File: src/rtl/slip_packet_receiver_pkg.sv
// rtl/slip_packet_receiver_pkg.sv - packet_t, SLIP constants and receiver enums shared by the receiver slice
package slip_packet_receiver_pkg;

    localparam int PKT_SIZE_BYTES = 4;
    localparam int PKT_SIZE       = PKT_SIZE_BYTES * 8;
    localparam int COORD_W        = 4;

    // Destination coordinates occupy the first bytes on the wire, i.e. the MSBs.
    typedef struct packed {
        logic [COORD_W-1:0]            x_dest;
        logic [COORD_W-1:0]            y_dest;
        logic [PKT_SIZE-2*COORD_W-1:0] payload;
    } packet_t;

    localparam logic [7:0] SLIP_FLAG = 8'h7E;
    localparam logic [7:0] SLIP_ESC  = 8'h7D;
    localparam logic [7:0] SLIP_XOR  = 8'h20;

    typedef enum logic [2:0] {
        SLIP_ERR_SHORT    = 3'd0,
        SLIP_ERR_NO_END   = 3'd1,
        SLIP_ERR_BAD_ESC  = 3'd2,
        SLIP_ERR_OVERFLOW = 3'd3,
        SLIP_ERR_CHECKSUM = 3'd4
    } slip_rx_err_e;

    typedef enum logic [1:0] {
        ST_IDLE,
        ST_RECV,
        ST_ESCAPE,
        ST_CHECK_END
    } slip_rx_state_e;

endpackage

File: src/rtl/slip_packet_receiver_if.sv
// rtl/slip_packet_receiver_if.sv - byte input, packet output and error/status bundle of the SLIP receiver
interface slip_packet_receiver_if;
    import slip_packet_receiver_pkg::*;

    logic [7:0] in_byte;
    logic       in_valid;
    packet_t    pkt;
    logic       pkt_valid;
    logic       pkt_ready;
    logic       err_valid;
    logic [2:0] err_code;
    logic [7:0] overflow_cnt;

    modport master (
        output in_byte, in_valid, pkt_ready,
        input  pkt, pkt_valid, err_valid, err_code, overflow_cnt
    );

    modport slave (
        input  in_byte, in_valid, pkt_ready,
        output pkt, pkt_valid, err_valid, err_code, overflow_cnt
    );

endinterface

File: src/rtl/slip_packet_receiver_pkt_fifo.sv
// rtl/slip_packet_receiver_pkt_fifo.sv - synchronous packet_t FIFO with full/empty flags
module pkt_fifo
    import slip_packet_receiver_pkg::*;
#(
    parameter int DEPTH = 2
) (
    input  logic    clk,
    input  logic    rst,
    input  logic    push,
    input  packet_t push_data,
    input  logic    pop,
    output packet_t pop_data,
    output logic    full,
    output logic    empty
);

    localparam int AW = (DEPTH > 1) ? $clog2(DEPTH) : 1;
    localparam int CW = $clog2(DEPTH + 1);

    packet_t         mem [DEPTH];
    logic [AW-1:0]   wr_ptr;
    logic [AW-1:0]   rd_ptr;
    logic [CW-1:0]   count;
    logic            do_push;
    logic            do_pop;

    function automatic logic [AW-1:0] next_ptr(input logic [AW-1:0] p);
        return (p == AW'(DEPTH - 1)) ? '0 : p + 1'b1;
    endfunction

    assign full     = (count == CW'(DEPTH));
    assign empty    = (count == '0);
    assign do_pop   = pop && !empty;
    // A full FIFO still takes a push when the head leaves in the same cycle.
    assign do_push  = push && (!full || do_pop);
    assign pop_data = mem[rd_ptr];

    always_ff @(posedge clk or posedge rst) begin
        if (rst) begin
            for (int i = 0; i < DEPTH; i++) mem[i] <= '0;
            wr_ptr <= '0;
            rd_ptr <= '0;
            count  <= '0;
        end else begin
            if (do_push) begin
                mem[wr_ptr] <= push_data;
                wr_ptr      <= next_ptr(wr_ptr);
            end
            if (do_pop) rd_ptr <= next_ptr(rd_ptr);
            case ({do_push, do_pop})
                2'b10:   count <= count + 1'b1;
                2'b01:   count <= count - 1'b1;
                default: count <= count;
            endcase
        end
    end

endmodule

File: src/rtl/slip_packet_receiver.sv
// rtl/slip_packet_receiver.sv - SLIP deframer into packet_t with error reporting and output FIFO; option SLIP_RX_CHECKSUM_EN
module slip_packet_receiver
    import slip_packet_receiver_pkg::*;
#(
    parameter int         PKT_BYTES  = PKT_SIZE_BYTES,
    parameter int         FIFO_DEPTH = 2,
    parameter logic [7:0] FLAG_BYTE  = SLIP_FLAG,
    parameter logic [7:0] ESC_BYTE   = SLIP_ESC,
    parameter logic [7:0] ESC_XOR    = SLIP_XOR
) (
    input  logic                  clk,
    input  logic                  rst,
    slip_packet_receiver_if.slave bus
);

    localparam int CW = $clog2(PKT_BYTES + 2);
    localparam int PW = PKT_BYTES * 8;
`ifdef SLIP_RX_CHECKSUM_EN
    localparam int FRAME_BYTES = PKT_BYTES + 1;
`else
    localparam int FRAME_BYTES = PKT_BYTES;
`endif
    localparam logic [CW-1:0] DATA_LEN  = CW'(PKT_BYTES);
    localparam logic [CW-1:0] FRAME_LEN = CW'(FRAME_BYTES);

    slip_rx_state_e state, state_n;
    logic [CW-1:0]  count, count_n;
    logic [PW-1:0]  shreg, shreg_n;
    logic           err_valid_q, err_n;
    logic [2:0]     err_code_q, code_n;
    logic [7:0]     ovf_cnt;
    logic           take, restart, push_req, drop, csum_ok;
    logic [7:0]     take_byte;
    logic           fifo_full, fifo_empty;
    packet_t        fifo_out;

`ifdef SLIP_RX_CHECKSUM_EN
    logic [7:0] sum, sum_n;
    // Data plus a correct checksum byte always totals zero modulo 256.
    assign csum_ok = (sum == 8'h00);
`else
    assign csum_ok = 1'b1;
`endif

    always_ff @(posedge clk or posedge rst) begin
        if (rst) begin
            state       <= ST_IDLE;
            count       <= '0;
            shreg       <= '0;
            err_valid_q <= 1'b0;
            err_code_q  <= '0;
            ovf_cnt     <= '0;
`ifdef SLIP_RX_CHECKSUM_EN
            sum         <= '0;
`endif
        end else begin
            state       <= state_n;
            count       <= count_n;
            shreg       <= shreg_n;
            err_valid_q <= err_n;
            err_code_q  <= code_n;
            if (drop && ovf_cnt != 8'hFF) ovf_cnt <= ovf_cnt + 1'b1;
`ifdef SLIP_RX_CHECKSUM_EN
            sum         <= sum_n;
`endif
        end
    end

    always_comb begin
        state_n   = state;
        count_n   = count;
        shreg_n   = shreg;
        err_n     = 1'b0;
        code_n    = err_code_q;
        take      = 1'b0;
        take_byte = bus.in_byte;
        restart   = 1'b0;
        push_req  = 1'b0;
        drop      = 1'b0;
`ifdef SLIP_RX_CHECKSUM_EN
        sum_n     = sum;
`endif
        if (bus.in_valid) begin
            case (state)
                ST_IDLE: begin
                    if (bus.in_byte == FLAG_BYTE) begin
                        state_n = ST_RECV;
                        restart = 1'b1;
                    end
                end
                ST_RECV: begin
                    if (bus.in_byte == FLAG_BYTE) begin
                        if (count != '0) begin
                            err_n  = 1'b1;
                            code_n = SLIP_ERR_SHORT;
                        end
                        restart = 1'b1;
                    end else if (bus.in_byte == ESC_BYTE) begin
                        state_n = ST_ESCAPE;
                    end else begin
                        take = 1'b1;
                    end
                end
                ST_ESCAPE: begin
                    if (bus.in_byte == (FLAG_BYTE ^ ESC_XOR) ||
                        bus.in_byte == (ESC_BYTE ^ ESC_XOR)) begin
                        take      = 1'b1;
                        take_byte = bus.in_byte ^ ESC_XOR;
                    end else if (bus.in_byte == FLAG_BYTE) begin
                        err_n   = 1'b1;
                        code_n  = SLIP_ERR_BAD_ESC;
                        state_n = ST_RECV;
                        restart = 1'b1;
                    end else begin
                        err_n   = 1'b1;
                        code_n  = SLIP_ERR_BAD_ESC;
                        state_n = ST_IDLE;
                    end
                end
                ST_CHECK_END: begin
                    if (bus.in_byte == FLAG_BYTE) begin
                        state_n = ST_RECV;
                        restart = 1'b1;
                        if (csum_ok) begin
                            push_req = 1'b1;
                        end else begin
                            err_n  = 1'b1;
                            code_n = SLIP_ERR_CHECKSUM;
                        end
                    end else begin
                        err_n   = 1'b1;
                        code_n  = SLIP_ERR_NO_END;
                        state_n = ST_IDLE;
                    end
                end
                default: state_n = ST_IDLE;
            endcase
        end

        if (take) begin
            // The checksum byte advances the count but never enters the packet.
            if (count < DATA_LEN) shreg_n = {shreg[PW-9:0], take_byte};
            count_n = count + 1'b1;
            state_n = (count_n == FRAME_LEN) ? ST_CHECK_END : ST_RECV;
`ifdef SLIP_RX_CHECKSUM_EN
            sum_n   = sum + take_byte;
`endif
        end

        if (restart) begin
            count_n = '0;
`ifdef SLIP_RX_CHECKSUM_EN
            sum_n   = '0;
`endif
        end

        if (push_req && fifo_full && !bus.pkt_ready) begin
            drop   = 1'b1;
            err_n  = 1'b1;
            code_n = SLIP_ERR_OVERFLOW;
        end
    end

    pkt_fifo #(.DEPTH(FIFO_DEPTH)) u_fifo (
        .clk       (clk),
        .rst       (rst),
        .push      (push_req),
        .push_data (packet_t'(shreg)),
        .pop       (bus.pkt_ready),
        .pop_data  (fifo_out),
        .full      (fifo_full),
        .empty     (fifo_empty)
    );

    assign bus.pkt          = fifo_out;
    assign bus.pkt_valid    = !fifo_empty;
    assign bus.err_valid    = err_valid_q;
    assign bus.err_code     = err_code_q;
    assign bus.overflow_cnt = ovf_cnt;

endmodule

File: src/flat_wrapper.sv
// flat-port wrapper written by rule: the top's interface ports become plain ports
module slip_packet_receiver_flat import slip_packet_receiver_pkg::*;
#(
    parameter int         PKT_BYTES  = PKT_SIZE_BYTES,
    parameter int         FIFO_DEPTH = 2,
    parameter logic [7:0] FLAG_BYTE  = SLIP_FLAG,
    parameter logic [7:0] ESC_BYTE   = SLIP_ESC,
    parameter logic [7:0] ESC_XOR    = SLIP_XOR
)
  (clk, rst, bus_in_byte, bus_in_valid, bus_pkt_ready, bus_pkt, bus_pkt_valid, bus_err_valid, bus_err_code, bus_overflow_cnt);
  slip_packet_receiver_if bus_i ();
  input  logic clk;
  input  logic rst;
  input wire logic [$bits(bus_i.in_byte)-1:0] bus_in_byte;
  input wire logic [$bits(bus_i.in_valid)-1:0] bus_in_valid;
  input wire logic [$bits(bus_i.pkt_ready)-1:0] bus_pkt_ready;
  output wire logic [$bits(bus_i.pkt)-1:0] bus_pkt;
  output wire logic [$bits(bus_i.pkt_valid)-1:0] bus_pkt_valid;
  output wire logic [$bits(bus_i.err_valid)-1:0] bus_err_valid;
  output wire logic [$bits(bus_i.err_code)-1:0] bus_err_code;
  output wire logic [$bits(bus_i.overflow_cnt)-1:0] bus_overflow_cnt;
  assign bus_i.in_byte = bus_in_byte;
  assign bus_i.in_valid = bus_in_valid;
  assign bus_i.pkt_ready = bus_pkt_ready;
  assign bus_pkt = bus_i.pkt;
  assign bus_pkt_valid = bus_i.pkt_valid;
  assign bus_err_valid = bus_i.err_valid;
  assign bus_err_code = bus_i.err_code;
  assign bus_overflow_cnt = bus_i.overflow_cnt;
  slip_packet_receiver #(.PKT_BYTES(PKT_BYTES), .FIFO_DEPTH(FIFO_DEPTH), .FLAG_BYTE(FLAG_BYTE), .ESC_BYTE(ESC_BYTE), .ESC_XOR(ESC_XOR)) u_core (.clk(clk), .rst(rst), .bus(bus_i));
endmodule
File: config.mk
export PLATFORM = sky130hd
export DESIGN_NAME = slip_packet_receiver_flat
export DESIGN_NICKNAME = d
export VERILOG_FILES = /design/src/rtl/slip_packet_receiver_pkg.sv /design/src/rtl/slip_packet_receiver_if.sv /design/src/rtl/slip_packet_receiver_pkt_fifo.sv /design/src/rtl/slip_packet_receiver.sv /design/src/flat_wrapper.sv
export SDC_FILE = /design/constraint.sdc
export NUM_CORES = 1
export LEC_CHECK = 0
export ABC_AREA = 0
export CORE_MARGIN = 4
export CORE_UTILIZATION = 50
export CTS_BUF_LIST = sky130_fd_sc_hd__clkbuf_8
export DETAILED_ROUTE_END_ITERATION = 8
export PLACE_DENSITY = 0.75
export SLEW_MARGIN = 20
export SYNTH_ARGS = -nofsm -noshare
export SYNTH_HDL_FRONTEND = slang
export SYNTH_SLANG_ARGS = --single-unit
File: constraint.sdc
create_clock -name clk -period 3.2 [get_ports clk]
set_input_delay 0.32 -clock clk [delete_from_list [all_inputs] [get_ports clk]]
set_output_delay 0.32 -clock clk [all_outputs]
set_load 0.1 [all_outputs]
==> results.py <==
metrics = {
    "run": {
        "cap_viol_max_count": 0,
    },
    "die": {
        "floorplan.die_area_um2": 12160,
        "core_area_um2": 10230,
        "die_height_um": 110.3,
        "top_level_ports": 57,
        "initial_util_pct": 51.09,
        "num_rows": 37,
        "die_width_um": 110.3,
    },
    "min_path": {
        "worst_hold_path_type": "input pin to asynchronous set/reset pin",
    },
    "setup_path": {
        "cp_cell_sequence": "or2_2 -> clkdlybuf4s50_1",
        "required_ns": 2.88,
        "critical_path.n_buffers_inverters": 1,
        "cp_data_arrival_time_ns": 2.13,
        "max_stage_delay_ns": 0.97,
        "path_depth": 2,
        "end_kind": "output pin",
        "maximum_fanout_along_the_worst_path": 4,
        "worstSetupStartpointType": "register",
        "worst_r2r_path_depth": 8,
        "worst-setup-path-type": "register to output pin",
        "cp_slowest_cell": "sky130_fd_sc_hd__clkdlybuf4s50_1",
        "timing.critical_path.max_delay_family": "buffers and inverters",
    },
    "route": {
        "finalWirelength_mm": 9.621,
        "postRouteAntennaNets": 0,
        "drt-pass1-iter-count": 4,
        "detailroute.via_count": 3108,
        "route.detailed.wl_per_inst_um": 16.53,
        "remaining_drc_errors": 0,
        "dr.first_iter.drc_count": 113,
        "per_cell_via_count_in_the_routed_design": 5.340,
    },
    "clocking": {
        "cts_repair_resize_count": 0,
        "cts_tree": "yes",
        "cts_htree_levels": 4,
        "cts-root-buf": "sky130_fd_sc_hd__clkbuf_8",
        "hold_buffer_count_at_cts": 0,
        "path_clk_slew_ns": 0.07,
        "post-cts-setup-buffer-count": 0,
        "max-clock-path-buffers": 2,
        "clk_latency_ns": 0.41,
        "cts-buffers-inserted": 17,
        "cts_sinks": 116,
    },
    "synthesis": {
        "synth_fp_nets": 391,
        "synth-edff-count": 0,
        "top_flip_flop_cell_by_instance_count_after_synthesis": "sky130_fd_sc_hd__dfrtp_1",
        "synth-seq-cells": 116,
        "mappedNetlistArea_um2": 5228,
        "syn_avg_cell_area_um2": 14.17,
        "ys_async_sr_fraction_pct": 100.0,
        "yosysWarnings": 0,
        "yosysUniqueCellTypes": 42,
        "post_synthesis_cell_count": 369,
        "yosysSeqAreaShare_pct": 55.53,
    },
    "global_routing": {
        "global_route_wire_length_before_repair_mm": 16.15,
        "globalRouteOverflowTotal": 0,
        "grt.total_usage_pct": 17.48,
        "grt_start_max_net_pins": 50,
        "vias_in_the_first_global_route": 3245,
        "grt_antenna_before_repair": 0,
    },
    "timing": {
        "finalHoldViolCount": 0,
        "timing.hold.ws_ns": 0.1767,
        "fin_tns_setup_ns": 0,
        "setup_violations": 0,
        "tmin_final_ns": 2.449,
        "number_of_pins_with_negative_max_slew_slack_in_the_final_report": 0,
        "timing.final.crit_share_pct": 76.54,
        "tightest_slew_ns": 0.9729,
        "rsz_0062_raised_after_global_routing": "no",
        "max_clock_freq_mhz": 408.3,
        "max-slew-margin-rel_pct": 34.94,
        "finClkSkew_ns": 0.008530,
    },
    "status": {
        "status": "finished, final reports clean",
    },
    "placed_design": {
        "placement.io_buffers": 55,
        "place_congestion": 0.8080,
        "hpwlAfterDp_mm": 6.476,
    },
    "power": {
        "peak_supply_drop_uv": 412.7,
        "total_leakage_power_nw": 3.022,
        "cellPowerDensity_nw_per_um2": 716.2,
    },
    "cells_and_area": {
        "finish.net_count": 455,
        "multi_input_comb_area_um2": 2170,
        "diode_insertion_count_for_antenna_repair": 0,
        "flow.area_growth_from_synthesis_pct": 19.72,
        "area.sequential_um2": 2903,
        "drive_gt1_share_pct": 45.29,
        "total_of_fill_cells_in_the_finished_design": 801,
    },
}
per-layer routing:
metal  part of all wire (%)  track usage (%)
met3                    4.0            4.834
met1                     46            23.53
met5                      0                0
met4                   0.89            5.541
met2                     49            27.69
logic make-up (layout without fill, tap and decap cells):
kind of cell,after synthesis,count (layout),share of synthesized area (%)
and+or+nand+nor,41,41,4.356
adders and majority gates,10,10,2.393
DFF,116,116,55.53
other,1,1,0.07174
AOI/OAI and AO/OA,24,24,3.782
muxes,131,131,28.17
xor gates and xnor gates,16,16,2.681
buffers and inverters,30,107,3.016
synth_stat cells (3+ instances only):
library cell                 n  share of area, %
sky130_fd_sc_hd__a21oi_1     6              0.57
sky130_fd_sc_hd__a31oi_1     3              0.36
sky130_fd_sc_hd__buf_2       6              0.57
sky130_fd_sc_hd__buf_4       4              0.57
sky130_fd_sc_hd__buf_6       3              0.65
sky130_fd_sc_hd__clkbuf_1    5              0.36
sky130_fd_sc_hd__dfrtp_1   116                56
sky130_fd_sc_hd__ha_1       10               2.4
sky130_fd_sc_hd__inv_1      12              0.86
sky130_fd_sc_hd__mux2_1      5               1.1
sky130_fd_sc_hd__mux2_2    124                27
sky130_fd_sc_hd__nand2_1    11              0.79
sky130_fd_sc_hd__nand3_1     5              0.48
sky130_fd_sc_hd__nand4_1     3              0.36
sky130_fd_sc_hd__nor2_1      4              0.29
sky130_fd_sc_hd__nor3_1      3              0.29
sky130_fd_sc_hd__nor4_1      3              0.36
sky130_fd_sc_hd__o21ai_0     4              0.38
sky130_fd_sc_hd__xnor2_1     9               1.5
sky130_fd_sc_hd__xor2_1      7               1.2
layout by cell type (no fill, tap or decap), drive strengths merged, types with 2 or more instances in the layout:
| master | synthesis | final |
|---|---|---|
| mux2 | 129 | 129 |
| dfrtp | 116 | 116 |
| buf | 13 | 40 |
| clkdlybuf4s50 | 0 | 23 |
| clkbuf | 5 | 18 |
| inv | 12 | 12 |
| nand2 | 11 | 11 |
| ha | 10 | 10 |
| xnor2 | 9 | 9 |
| xor2 | 7 | 7 |
| a21oi | 6 | 6 |
| clkinvlp | 0 | 6 |
| clkinv | 0 | 6 |
| nand3 | 5 | 5 |
| o21ai | 4 | 4 |
| nor2 | 4 | 4 |
| nor3 | 3 | 3 |
| a31oi | 3 | 3 |
| nand4 | 3 | 3 |
| nor4 | 3 | 3 |
| and4b | 2 | 2 |
| mux2i | 2 | 2 |
| and4 | 2 | 2 |
| or2 | 2 | 2 |
| bufinv | 0 | 2 |
worst reg2reg max path, cell delays in order, from the launching register on:
cell and delay [ns]:
sky130_fd_sc_hd__dfrtp_1 0.45, sky130_fd_sc_hd__ha_1 0.29, sky130_fd_sc_hd__and4b_1 0.25, sky130_fd_sc_hd__nand4_1 0.19, sky130_fd_sc_hd__nor2_1 0.18, sky130_fd_sc_hd__inv_1 0.11, sky130_fd_sc_hd__nor2_2 0.14, sky130_fd_sc_hd__buf_12 0.23
sky130_fd_sc_hd__mux2_2 0.40
per-stage QoR:
step	power (W)	area [um2]	setup WS, ns	std cells	util [%]
floorplan	0.002911	5231	0.8873	369	-
global placement	0.003191	5872	0.5950	550	57.39
detailed placement	0.003252	5872	0.5798	550	57.39
CTS	0.004547	6259	0.7093	582	61.17
global route	0.004738	6259	0.6615	582	61.17
finish	0.004482	6259	0.7508	582	61.17
where the power goes:
group          internal, W  total (W)  switching, W
Sequential         0.00175    0.00207      0.000319
Combinational     0.000531    0.00114      0.000609
Clock             0.000704    0.00127      0.000566
Total              0.00299    0.00448       0.00149
final timing paths:
kind                                   startpoint                     end  slack (ns)
setup / recovery           u_core.u_fifo.count[0]           bus_pkt_valid        0.75
hold / removal                                rst   u_core.u_fifo.mem[54]        0.18
setup reg to reg                  u_core.state[1]   u_core.u_fifo.mem[58]        0.86
hold reg to reg            u_core.u_fifo.count[1]  u_core.u_fifo.count[1]        0.49
max in group asynchronous                     rst   u_core.u_fifo.mem[27]        2.39
min in group clk           u_core.u_fifo.count[1]  u_core.u_fifo.count[1]        0.49
state kept, by name, indices dropped and copies added, names as in the netlist:
signal,count
u_core.u_fifo.mem,64
u_core.u_fifo.count,2
u_core.shreg,32
u_core.state,2
u_core.u_fifo.wr_ptr,1
u_core.bus.err_code,2
u_core.count,3
u_core.bus.err_valid,1
u_core.u_fifo.rd_ptr,1
u_core.bus.overflow_cnt,8
area by class of cell:
cell class,instances,share of cell area (%)
Timing Repair Buffer,63,9.276
Multi-Input combinational cell,223,34.67
Tap cell,136,2.719
Clock inverter,14,2.219
Inverter,12,0.7797
Clock buffer,18,3.958
Sequential cell,116,46.38
Power figures use the tool's default switching activity.
